<file path="src/rtl/rr_sched_4shared.sv">
// rtl/rr_sched_4shared.sv - round-robin scheduler sharing one WIDTH-bit adder among four requesters
// Optional saturating add: define SCHED_SAT_EN.
module rr_sched_4shared #(
   parameter int WIDTH = 4
) (
   input  logic             clk,
   input  logic             reset,
   input  logic [3:0]       req,
   input  logic [WIDTH-1:0] a0,
   input  logic [WIDTH-1:0] a1,
   input  logic [WIDTH-1:0] a2,
   input  logic [WIDTH-1:0] a3,
   input  logic [WIDTH-1:0] b0,
   input  logic [WIDTH-1:0] b1,
   input  logic [WIDTH-1:0] b2,
   input  logic [WIDTH-1:0] b3,
   output logic [3:0]       gnt,
   output logic [WIDTH-1:0] y,
   output logic [3:0]       y_vld,
   output logic             busy
);

   localparam logic [1:0] IDLE  = 2'b00;
   localparam logic [1:0] GRANT = 2'b01;
   localparam logic [1:0] EXEC  = 2'b10;
   localparam logic [1:0] WRITE = 2'b11;

   logic [1:0]       state_q, state_d;
   logic [1:0]       ptr_q, ptr_d;
   logic [1:0]       tag_q, tag_d;
   logic [WIDTH-1:0] a_q, a_d;
   logic [WIDTH-1:0] b_q, b_d;
   logic [WIDTH-1:0] y_q, y_d;

   logic [1:0]       sel;
   logic [1:0]       idx;
   logic             found;
   logic [WIDTH-1:0] a_sel, b_sel;
   logic [WIDTH-1:0] sum;

   // Circular priority search starting at ptr_q; the last served sits at the bottom.
   always_comb begin
      sel   = ptr_q;
      idx   = ptr_q;
      found = 1'b0;
      for (int k = 0; k < 4; k++) begin
         idx = ptr_q + 2'(k);
         if (!found && req[idx]) begin
            sel   = idx;
            found = 1'b1;
         end
      end
   end

   always_comb begin
      case (tag_q)
         2'd0:    begin a_sel = a0; b_sel = b0; end
         2'd1:    begin a_sel = a1; b_sel = b1; end
         2'd2:    begin a_sel = a2; b_sel = b2; end
         default: begin a_sel = a3; b_sel = b3; end
      endcase
   end

`ifdef SCHED_SAT_EN
   logic [WIDTH:0] sum_ext;
   always_comb begin
      sum_ext = {1'b0, a_q} + {1'b0, b_q};
      sum     = sum_ext[WIDTH] ? {WIDTH{1'b1}} : sum_ext[WIDTH-1:0];
   end
`else
   assign sum = a_q + b_q;
`endif

   always_comb begin
      state_d = state_q;
      ptr_d   = ptr_q;
      tag_d   = tag_q;
      a_d     = a_q;
      b_d     = b_q;
      y_d     = y_q;
      case (state_q)
         IDLE: begin
            if (|req) begin
               tag_d   = sel;
               state_d = GRANT;
            end
         end
         GRANT: begin
            a_d     = a_sel;
            b_d     = b_sel;
            ptr_d   = tag_q + 2'd1;
            state_d = EXEC;
         end
         EXEC: begin
            y_d     = sum;
            state_d = WRITE;
         end
         default: state_d = IDLE;
      endcase
   end

   always_ff @(posedge clk or negedge reset) begin
      if (!reset) begin
         state_q <= IDLE;
         ptr_q   <= 2'd0;
         tag_q   <= 2'd0;
         a_q     <= '0;
         b_q     <= '0;
         y_q     <= '0;
      end else begin
         state_q <= state_d;
         ptr_q   <= ptr_d;
         tag_q   <= tag_d;
         a_q     <= a_d;
         b_q     <= b_d;
         y_q     <= y_d;
      end
   end

   // Handshake outputs come straight from registered state and tag.
   assign gnt   = (state_q == GRANT) ? (4'b0001 << tag_q) : 4'b0000;
   assign y_vld = (state_q == WRITE) ? (4'b0001 << tag_q) : 4'b0000;
   assign busy  = (state_q != IDLE);
   assign y     = y_q;

endmodule
</file>
<file path="config.mk">
export PLATFORM = sky130hd
export DESIGN_NAME = rr_sched_4shared
export DESIGN_NICKNAME = d
export VERILOG_FILES = /design/src/rtl/rr_sched_4shared.sv
export SDC_FILE = /design/constraint.sdc
export NUM_CORES = 1
export LEC_CHECK = 0
export BUFFER_PORTS_ARGS = -buffer_cell sky130_fd_sc_hd__buf_2
export CAP_MARGIN = 40
export CORE_AREA = 2 2 59 61
export CTS_BUF_LIST = sky130_fd_sc_hd__clkbuf_8 sky130_fd_sc_hd__clkbuf_16
export DETAILED_ROUTE_END_ITERATION = 8
export DIE_AREA = 0 0 61 63
export MAX_ROUTING_LAYER = met4
export PLACE_DENSITY_LB_ADDON = 0.2
export SLEW_MARGIN = 20
export SYNTH_ARGS = -nofsm -noshare
export SYNTH_HDL_FRONTEND = slang
export SYNTH_SLANG_ARGS = --single-unit
</file>
<file path="constraint.sdc">
create_clock -name clk -period 2.19 [get_ports clk]
set_clock_uncertainty 0.1 [all_clocks]
set_input_delay 0.1095 -clock clk [delete_from_list [all_inputs] [get_ports clk]]
set_output_delay 0.1095 -clock clk [all_outputs]
set_load 0.01 [all_outputs]
</file>
==> reports/qor.yml, run 1 <==
status:
  status: "finished, final reports clean"
setup_path:
  setup.worst_path.class: "reg -> reg"
  cp.required_ns: 2.23
  critPathArrivalTime_ns: 1.88
  crit_path_end_kind: "register"
  critPathMaxFanout: 10
  start_kind: "register"
worst_hold_path:
  hold_class: "in -> reg"
sta:
  hold_viol: 0
  setup_viol: 0
  rsz0062_at_grt: "no"
  drv_slew: 0
  fmax_mhz: 543.9
  holdWs_ns: 0.09769
  worst_slew_margin_rel_pct: 63.07
  worst_slew_pin_slew_ns: 0.5539
  fin_crit_ns: 1.839
  tns_ns: 0
  fin_crit_sh_pct: 83.96
drt:
  ant_nets: 0
  wl_per_cell_um: 12.13
  drtIter0Drc: 116
  vias: 1072
  drc: 0
  routed_wl_um: 2644
  vias_per_cell: 4.917
  firstDrtPassIters: 6
synth:
  netlist_area_mm2: 0.001242
  synth.mux.area_fraction_pct: 9.970
  synth-compound-area-share_pct: 20.04
  ys_types: 31
  synth_simple_gate_area_share_pct: 13.49
  ys_seq_area_share_pct: 36.25
  synth.area.top_cells: "dfrtp_1 36%, ha_1 12%, mux2_2 10%"
  synthCells: 124
  synth_top_area_share_pct: 36.25
  avgSynthCellArea_um2: 10.02
  synth_fa_ha_area_share_pct: 13.70
  synth_top_cell_by_area: "dfrtp_1"
  synth_warnings: 0
  ys_ff_latch: 18
  synth_top_family_by_area: "compound AO/OA/AOI/OAI gates"
  synth_nets: 175
  synth-xor-area-share_pct: 2.115
global_routing:
  grt_pass1_vias: 949
  antenna_found_initial: 0
  grt-ovfl-total: 0
  grt_max_degree: 19
  grtUsageTotal_pct: 14.49
  grt_pass1_wl_um: 4181
clock_tree:
  htree_levels: 1
  cts_buffer_depth: 2
  holdBufCountCts: 1
  clk_pin_slew_worst_paths_ns: 0.07
  post-cts-setup-buffers: 0
  clock-sinks: 18
  clockRootBuffer: "clkbuf_8"
  clk_latency_ns: 0.24
  cts_buffers: 3
  cts_tree: "done"
  cts_resized: 0
power_and_ir_drop:
  cellPowerDensity_mw_per_mm2: 1313
  switching_power_uw: 817.9
  switching_share_pct: 39.36
  vdd_ir_drop_max_uv: 493.0
  p_int_uw: 1260
  leakage_uw: 0.0007720
  pwr-share-seq_pct: 31.7
  combPwrFrac_pct: 55.5
  clkPwrFrac_pct: 12.7
die:
  die_width_um: 61
  start_util_pct: 38.44
  ioPinCount: 51
  die_h_um: 63
  design.core.area_mm2: 0.003232
  row_count: 21
  die_area_mm2: 0.003843
layout:
  antenna_cells: 0
  most-common-layout-cells: "50 x buf_2, 18 x dfrtp_1, 13 x nand2_1, 12 x ha_1, 11 x mux2_2"
  final_util_pct: 48.97
  final_common_cell: "buf_2"
  stdcell_count: 218
  final_layout_size_suffix_gt1_share_pct: 39.53
  syn2layout_area_growth_pct: 27.39
  fin_nets: 224
placement:
  dp_cells: 213
  place.gp.congestion: 0.6809
  port-buffer-count: 50
  detailed_place_hpwl_um: 2134
run:
  cap_violations: 0
-- path summary, 6_finish.rpt --
| path | from | endpoint | slack [ns] | cells after the start |
|---|---|---|---|---|
| worst max-delay path | tag_q[0]$_DFFE_PN0P_ | a_q[2]$_DFFE_PN0P_ | 0.35 | 5 |
| worst min-delay path | b3[2] | b_q[2]$_DFFE_PN0P_ | 0.1 | 4 |
| worst max register to register | tag_q[0]$_DFFE_PN0P_ | a_q[2]$_DFFE_PN0P_ | 0.35 | 5 |
| worst min register to register | y[0]$_DFFE_PN0P_ | y[0]$_DFFE_PN0P_ | 0.41 | 1 |
| max in group asynchronous | reset | ptr_q[0]$_DFFE_PN0P_ | 1.50 | 2 |
| min in group asynchronous | reset | a_q[1]$_DFFE_PN0P_ | 0.21 | 2 |
-- critical path: stages (launching register included) --
cell,delay [ns]
dfrtp_1,0.44
inv_1,0.09
ha_1,0.31
a222oi_1,0.34
o21ai_0,0.15
mux2_2,0.29
-- Yosys cell counts --
cell type,number
dfrtp_1,18
nand2_1,13
ha_1,12
mux2_2,11
o21ai_0,9
a222oi_1,8
and2_1,8
a21oi_1,7
inv_1,5
clkbuf_1,4
nor2_1,3
xnor2_1,3
buf_2,2
nand2b_1,2
nor2b_1,2
o21ai_1,2
a211oi_1,1
a21o_1,1
a2bb2oi_1,1
and2b_1,1
buf_4,1
fa_1,1
inv_2,1
nand3b_1,1
nand4bb_1,1
nor4_1,1
o221ai_1,1
o22a_1,1
o31a_1,1
o31ai_2,1
o32ai_2,1
-- sequential cells by signal, indices dropped and copies added (netlist names) --
signal   count
state_q      2
a_q          4
b_q          4
y            4
tag_q        2
ptr_q        2
-- routing by layer --
metal	share of wire (%)	track usage, %
met1	48	19.58
met2	42	22.04
met3	9.0	2.070
met4	0.72	4.891
met5	0	-
-- stage by stage --
step | total power (µW) | setup WS, ns | cell area, µm²
6_report | 2078 | 0.3514 | 1583
5_1_grt | 2293 | 0.1203 | 1583
2_1_floorplan | 1527 | 0.5429 | 1242
3_3_place_gp | 1797 | 0.4231 | 1518
3_5_place_dp | 1828 | 0.3463 | 1518
4_1_cts | 2109 | 0.3280 | 1583
-- kinds of logic (layout without fill, tap and decap cells) --
| kind of cell | Yosys count | in the layout |
|---|---|---|
| mux | 11 | 11 |
| buf+inv | 13 | 61 |
| compound gates | 34 | 34 |
| simple gates | 32 | 32 |
| xor+xnor | 3 | 3 |
| fa+ha+maj | 13 | 13 |
| flops | 18 | 18 |
-- power by group through the flow --
stage               combinational, µW  sequential (µW)  clock, µW
finish                           1150              659        265
global route                     1310              694        286
CTS                              1170              663        273
detailed placement               1160              669          0
global placement                 1140              656          0
floorplan                         877              650          0
-- layout make-up --
class | instances | area [µm²]
inverter | 6 | 22.52
timing repair buffer | 51 | 260.3
fill | 312 | 1649
tap | 46 | 57.56
multi-input combinational | 93 | 737.0
clock buffer | 4 | 55.05
sequential | 18 | 450.4
Power figures use the tool's default switching activity.
==> run 2, diff against run 1 <==
clock period = 1.7 ns   (was 2.19 ns; I/O delays follow)
==> run 2 against run 1 <==
Cell area increased by 5.9%. Largest cell class unchanged. Via count increased by 4.1%. Worst hold slack got worse by 0.017 ns. Clock power is 27% higher. Sequential share of layout area down 1.5 points. Clock-buffer cell count did not move. Combinational power grew 52%. First-iteration DRC count is 52% lower. Sequential cell count is the same.
==> reports/qor.yml, run 2 (same netlist as run 1, synthesis figures left out) <==
status:
  status: "finished, final reports clean"  # unchanged
setup_path:
  cp_common_cell: "buf_4"
  crit_path_end_kind: "primary output"  # was register
  critPathArrivalTime_ns: 1.45  # was 1.88 ns
  crit_chain: "ha_1, buf_4, buf_4, and2_1, buf_2"  # was inv_1, ha_1, a222oi_1, o21ai_0, mux2_2
  worstReg2RegStart: "tag_q[0]$_DFFE_PN0P_"  # unchanged
  critPathMaxFanout: 13  # was 10
  reg2reg_slack_ns: 0.10  # was 0.35 ns
  max_stage_delay_ns: 0.40  # was 0.44 ns
  cp.required_ns: 1.51  # was 2.23 ns
  r2r_end: "a_q[2]$_DFFE_PN0P_"  # unchanged
  endpoint: "gnt[0]"  # was a_q[2]$_DFFE_PN0P_
  crit_cells: 5  # unchanged
  start_kind: "register"  # unchanged
  slowest_stage: "dfrtp_1"  # unchanged
  cp_top_family: "buffers and inverters"  # was compound AO/OA/AOI/OAI gates
  crit_start: "state_q[0]$_DFFE_PN0P_"  # was tag_q[0]$_DFFE_PN0P_
  cp_num_buf_inv: 3  # was 1
  reg2reg_depth: 5  # unchanged
  setup.worst_path.class: "reg -> out"  # was reg -> reg
drt:
  drtIter0Drc: 56  # was 116
  ant_nets: 0  # unchanged
  routed_wl_um: 2792  # was 2644 µm
  firstDrtPassIters: 4  # was 6
  top_layer: "met4"  # unchanged
  vias_per_cell: 4.960  # was 4.917
  vias: 1116  # was 1072
  dr_wl_met3_um: 206  # was 238 µm
  drc: 0  # unchanged
  dr_wl_met2_um: 1266  # was 1120 µm
  wl_met1_um: 1305  # was 1265 µm
  wl_per_cell_um: 12.41  # was 12.13 µm
worst_hold_path:
  hold_class: "in -> reg"  # unchanged
sta:
  worst_slew_margin_rel_pct: 73.96  # was 63.07%
  setup_viol: 0  # unchanged
  hold_viol: 0  # unchanged
  worst_slew_pin_slew_ns: 0.3906  # was 0.5539 ns
  drv_slew: 0  # unchanged
  fin_crit_ns: 1.636
  fmax_mhz: 611.4
  fin_crit_sh_pct: 96.22
die:
  design.core.area_mm2: 0.003232  # unchanged
  ioPinCount: 51  # unchanged
  row_count: 21  # unchanged
  start_util_pct: 38.44  # unchanged
  die_h_um: 63  # unchanged
  die_width_um: 61  # unchanged
  die_area_mm2: 0.003843  # unchanged
global_routing:
  grt_pass1_wl_um: 4250  # was 4181 µm
  grtUsageTotal_pct: 14.41  # was 14.49%
  grt-ovfl-total: 0  # unchanged
  antenna_found_initial: 0  # unchanged
  grt_pass1_vias: 999  # was 949
  grt_max_degree: 19  # unchanged
power_and_ir_drop:
  cellPowerDensity_mw_per_mm2: 1743  # was 1313 mW/mm²
  leakage_uw: 0.0008042  # was 0.0007720 µW
  pwr-share-seq_pct: 28.6  # was 31.7%
  combPwrFrac_pct: 59.9  # was 55.5%
  totalPowerFinal_uw: 2923  # was 2078 µW
  switching_share_pct: 38.95  # was 39.36%
  p_int_uw: 1785  # was 1260 µW
  vdd_ir_drop_max_uv: 798.1  # was 493.0 µV
  switching_power_uw: 1139  # was 817.9 µW
  clkPwrFrac_pct: 11.5  # was 12.7%
layout:
  final_layout_size_suffix_gt1_share_pct: 45.25  # was 39.53%
  most-common-layout-cells: "50 x buf_2, 17 x dfrtp_1, 13 x nand2_1, 11 x mux2_2"  # was 50 x buf_2, 18 x dfrtp_1, 13 x nand2_1, 12 x ha_1, 11 x mux2_2
  syn2layout_area_growth_pct: 34.94  # was 27.39%
  fill_cells: 297  # was 312
  fin_nets: 231  # was 224
  final_util_pct: 51.88  # was 48.97%
  final_common_cell: "buf_2"  # unchanged
  antenna_cells: 0  # unchanged
clock_tree:
  cts_buffer_depth: 2  # unchanged
  cts_tree: "done"  # unchanged
  clock-sinks: 18  # unchanged
  htree_levels: 1  # unchanged
  clockRootBuffer: "clkbuf_8"  # unchanged
  cts_buffers: 3  # unchanged
  clk_pin_slew_worst_paths_ns: 0.07  # about the same
  clk_latency_ns: 0.24  # about the same
placement:
  port-buffer-count: 50  # unchanged
  detailed_place_hpwl_um: 2168  # was 2134 µm
  place.gp.congestion: 0.6894  # was 0.6809
run:
  cap_violations: 0  # unchanged
-- run 2: cell types whose count changed in the layout (fill, tap and decap cells not counted), sizes merged --
cell,previous run,this run
buf,50,57
-- run 2: how the worst min path moves through the flow --
stage,from,endpoint,depth (start not counted)
CTS,b3[1],b_q[1]$_DFFE_PN0P_,4
global placement,reset,b_q[1]$_DFFE_PN0P_,1
floorplan,reset,a_q[0]$_DFFE_PN0P_,0
finish,a3[0],a_q[0]$_DFFE_PN0P_,4
global route,a3[0],a_q[0]$_DFFE_PN0P_,4
detailed placement,reset,b_q[2]$_DFFE_PN0P_,1
-- run 2: area by class of cell --
| cell class | count | area [µm²] | area share [%] |
|---|---|---|---|
| clock buffers | 4 | 55.05 | 3.284 |
| flip-flops and latches | 18 | 451.7 | 26.94 |
| repair buffers | 58 | 312.8 | 18.66 |
| inverters | 6 | 22.52 | 1.343 |
| well taps | 46 | 57.56 | 3.433 |
| multi-input cells | 93 | 777.0 | 46.34 |
-- run 2: per-stage QoR --
step                      hold WS (ns)  worst slack (ns)  cell area, µm²  std cells   TNS, ns
after CTS                      0.07662          0.008270            1618        222         0
after global placement        -0.07355          0.008230            1548        217         0
final                          0.08029           0.06431            1677        225         0
after detailed placement      -0.06276          -0.02689            1548        217  -0.08339
after floorplan                -0.3106           0.05291            1242        124         0
after global routing            0.1111          -0.01187            1677        225  -0.01997
-- run 2: layer usage --
layer	GRT usage (%)	up-vias
met2	23.79	49
li1	-	560
met4	3.261	0
met3	1.242	2
met5	-	-
met1	18.94	505
-- run 2: what timing repair did --
| action | in CTS | in global routing |
|---|---|---|
| hold buffers | 1 | 0 |
| endpoints found under the hold margin | 18 | 0 |
| resized for setup | 2 | 9 |
| pin swaps | 0 | 4 |
| setup buffers | 0 | 3 |
| setup endpoints to repair | 6 | 11 |
| cloned | 0 | 0 |
-- run 2: power by group through the flow --
stage                     logic, µW  registers [µW]  clock network [µW]
after CTS                      1620             838                 352
after global routing           1970             871                 370
after global placement         1550             829                   0
after floorplan                1130             838                   0
after detailed placement       1590             845                   0
final                          1750             835                 336
-- run 2: worst reg2reg max path, stage by stage, from the launching register on --
cell and delay (ns):
dfrtp_2 0.41, inv_2 0.08, ha_4 0.19, a222oi_1 0.29
o21ai_0 0.14, mux2_2 0.28
==> run 3, diff against run 2 <==
ABC_AREA = 1   (was unset)
CORE_AREA = 2 2 64 66   (was 2 2 59 61)
DIE_AREA = 0 0 66 68   (was 0 0 61 63)
==> run 3 against run 2 <==
The flow now finishes with violations (negative hold slack). Worst hold slack got worse by 0.084 ns. Global-route usage grew 1.9 points. Final cell count is 48% higher. Die area is 17% higher. Sequential power rose by 2%. Wire length is 17% higher. First-iteration DRC count is 7.1% higher. Utilization fell by 2.1 points. Clock-buffer cell count is the same. Highest routed layer unchanged. Total power grew 14%. Setup slack improved by 0.072 ns. Combinational power rose by 22%.
==> reports/qor.yml, run 3 <==
die:
  start_util_pct: 38.16  # was 38.44%
  die_width_um: 66  # was 61 µm
  row_count: 23  # was 21
  die_h_um: 68  # was 63 µm
  die_area_mm2: 0.004488  # was 0.003843 mm²
  design.core.area_mm2: 0.003856  # was 0.003232 mm²
  ioPinCount: 51  # unchanged
global_routing:
  grt_busiest_layer: "met1"  # was met2
  grt_pass1_vias: 1321  # was 999
  grtUsageTotal_pct: 16.32  # was 14.41%
  antenna_found_initial: 0  # unchanged
  grt_max_degree: 25  # was 19
  grt_pass1_wl_um: 5761  # was 4250 µm
  grt_use_met3_pct: 1.480  # was 1.242%
  gr-usage-met2_pct: 24.24  # was 23.79%
  grt-ovfl-total: 0  # unchanged
  grtUsageMet1_pct: 24.34  # was 18.94%
placement:
  dp_cells: 320  # was 217
  detailed_place_hpwl_um: 2576  # was 2168 µm
  place.gp.congestion: 0.8252  # was 0.6894
  placed_area_mm2: 0.001773  # was 0.001548 mm²
  port-buffer-count: 50  # unchanged
clock_tree:
  cts_tree: "done"  # unchanged
  clockRootBuffer: "clkbuf_8"  # unchanged
  cts_buffers: 3  # unchanged
  clock-sinks: 18  # unchanged
  htree_levels: 1  # unchanged
  clk_pin_slew_worst_paths_ns: 0.07  # about the same
  post-cts-setup-buffers: 0  # unchanged
  clk_latency_ns: 0.25  # was 0.24 ns
  cts_buffer_depth: 2  # unchanged
synth:
  ys_ff_latch: 18  # unchanged
  synth-edff-count: 0  # unchanged
  synthCells: 224  # was 124
  synth.area.top_cells: "dfrtp_1 31%, nand2_1 26%, ha_1 10%"  # was dfrtp_1 36%, ha_1 12%, mux2_2 10%
  synth_top_cell_by_area: "dfrtp_1"  # unchanged
  async_flop_share_pct: 100.0  # unchanged
  yosysMostFrequentCell: "nand2_1"  # was dfrtp_1
  synthTopCellsByCount: "101 x nand2_1, 22 x inv_1, 19 x nand3_1, 18 x dfrtp_1, 12 x ha_1"  # was 18 x dfrtp_1, 13 x nand2_1, 12 x ha_1, 11 x mux2_2, 9 x o21ai_0
  synth_nets: 275  # was 175
  ys_types: 20  # was 31
  ys.flop_type: "dfrtp_1"  # unchanged
  netlist_area_mm2: 0.001471  # was 0.001242 mm²
  synth_top_area_share_pct: 30.61  # was 36.25%
  synth_warnings: 0  # unchanged
  avgSynthCellArea_um2: 6.569  # was 10.02 µm²
  ys_seq_area_share_pct: 30.61  # was 36.25%
setup_path:
  critPathArrivalTime_ns: 1.38  # was 1.45 ns
  cp_common_cell: "inv_1"  # was buf_4
  crit_path_end_kind: "primary output"  # unchanged
  cp_top_family: "buffers and inverters"  # unchanged
  start_kind: "register"  # unchanged
  setup.worst_path.class: "reg -> out"  # unchanged
  critPathMaxFanout: 24  # was 13
  cp.required_ns: 1.51  # about the same
  crit_chain: "inv_1, ha_1, buf_6, nand2_1, inv_1, buf_2"  # was ha_1, buf_4, buf_4, and2_1, buf_2
  max_stage_delay_ns: 0.40  # about the same
  cp_num_buf_inv: 4  # was 3
  reg2reg_slack_ns: 0.18  # was 0.10 ns
  slowest_stage: "dfrtp_1"  # unchanged
drt:
  vias_per_cell: 4.503  # was 4.960
  ant_nets: 0  # unchanged
  drtIter0Drc: 60  # was 56
  vias: 1495  # was 1116
  firstDrtPassIters: 4  # unchanged
  wl_per_cell_um: 9.810  # was 12.41 µm
  drc: 0  # unchanged
  routed_wl_um: 3257  # was 2792 µm
layout:
  design_area_mm2: 0.001919  # was 0.001677 mm²
  fin_nets: 334  # was 231
  stdcell_count: 332  # was 225
  final_util_pct: 49.77  # was 51.88%
  most-common-layout-cells: "101 x nand2_1, 50 x buf_2, 22 x inv_1, 19 x nand3_1, 18 x dfrtp_1"  # was 50 x buf_2, 17 x dfrtp_1, 13 x nand2_1, 11 x mux2_2
  antenna_cells: 0  # unchanged
  final_layout_size_suffix_gt1_share_pct: 26.24  # was 45.25%
  final_common_cell: "nand2_1"  # was buf_2
  syn2layout_area_growth_pct: 30.44  # was 34.94%
run:
  cap_violations: 0  # unchanged
sta:
  rsz0062_at_grt: "no"
  fin_crit_ns: 1.564  # was 1.636 ns
  worst_slew_margin_rel_pct: 74.08  # was 73.96%
  drv_slew: 0  # unchanged
  holdWs_ns: -0.003617  # was 0.08029 ns
  tns_ns: 0  # unchanged
  hold_viol: 1  # was 0
  setup_viol: 0  # unchanged
  fmax_mhz: 639.4  # was 611.4 MHz
  fin_crit_sh_pct: 91.99  # was 96.22%
  worst_slew_pin_slew_ns: 0.3887  # was 0.3906 ns
power_and_ir_drop:
  leakage_uw: 0.001119  # was 0.0008042 µW
  combPwrFrac_pct: 64.3  # was 59.9%
  pwr-share-seq_pct: 25.6  # was 28.6%
  clkPwrFrac_pct: 10.1  # was 11.5%
  p_int_uw: 1732  # was 1785 µW
  cellPowerDensity_mw_per_mm2: 1738  # was 1743 mW/mm²
  switching_share_pct: 48.07  # was 38.95%
  vdd_ir_drop_max_uv: 486.0  # was 798.1 µV
  switching_power_uw: 1604  # was 1139 µW
status:
  status: "finished with violations"  # was finished, final reports clean
  violations: "negative hold slack"
worst_hold_path:
  hold_class: "in -> reg"  # unchanged
run 3: cell types whose count changed after synthesis, moves of 4 or more:
cell,before,now
inv_1,5,22
mux2_2,11,0
a222oi_1,8,0
nand2_1,13,101
nand2_2,0,7
and2_1,8,0
o21ai_0,9,5
a31oi_1,0,8
a21oi_1,7,2
nor2_1,3,10
nand3_1,0,19
run 3: repair_timing:
action                                 in CTS  in global routing
hold buffers                                8                  0
resized for setup                           0                  5
endpoints found under the hold margin      25                  0
setup endpoints to repair                   0                 10
run 3: power groups by stage:
stage | clock (µW) | combinational (µW) | sequential (µW)
detailed placement | 0 | 2120 | 862
global route | 374 | 2510 | 884
CTS | 351 | 2140 | 856
finish | 339 | 2140 | 854
floorplan | 0 | 1630 | 834
global placement | 0 | 2110 | 854
run 3: cell families (layout without fill, tap and decap cells):
family	Yosys count	after routing	synth area share [%]
XOR/XNOR	3	3	1.786
buffers and inverters	32	90	8.673
adder cells (fa/ha/maj)	13	13	11.56
AO/OA/AOI/OAI	16	16	6.122
flip-flops	18	18	30.61
AND/OR/NAND/NOR	142	142	41.24
run 3: per-stage QoR:
step	total power (µW)	setup WS (ns)
after detailed placement	2977	0.1466
final	3336	0.1361
after CTS	3347	0.05733
after floorplan	2469	0.3189
after global routing	3771	0.03160
after global placement	2961	0.1366
run 3: final timing paths:
check,to,cells past startpoint,start
max in group asynchronous,a_q[1]$_DFFE_PN0P_,2,reset
max reg2reg,tag_q[0]$_DFFE_PN0P_,11,ptr_q[0]$_DFFE_PN0P_
min reg2reg,y[0]$_DFFE_PN0P_,2,y[0]$_DFFE_PN0P_
min in group asynchronous,y[2]$_DFFE_PN0P_,2,reset
min,b_q[0]$_DFFE_PN0P_,3,b3[0]
max,gnt[1],6,state_q[1]$_DFFE_PN0P_
run 3: tightest hold or removal path, cell delays in order:
cell	delay (ns)
buf_2	0.09
nand2_1	0.05
a31oi_1	0.07
run 3: final cells by class:
type / count / area [µm²]
well taps: 50 / 62.56
flip-flops and latches: 18 / 450.4
repair buffers: 61 / 356.6
inverters: 25 / 93.84
clock buffers: 4 / 55.05
multi-input cells: 174 / 900.9
fillers: 412 / 1937
run 3: layer usage:
layer	wire [µm]	up-vias	part of all wire (%)
li1	-	813	-
met5	0	-	0
met2	1376	46	42
met3	181	2	5.6
met4	19	0	0.58
met1	1680	634	52
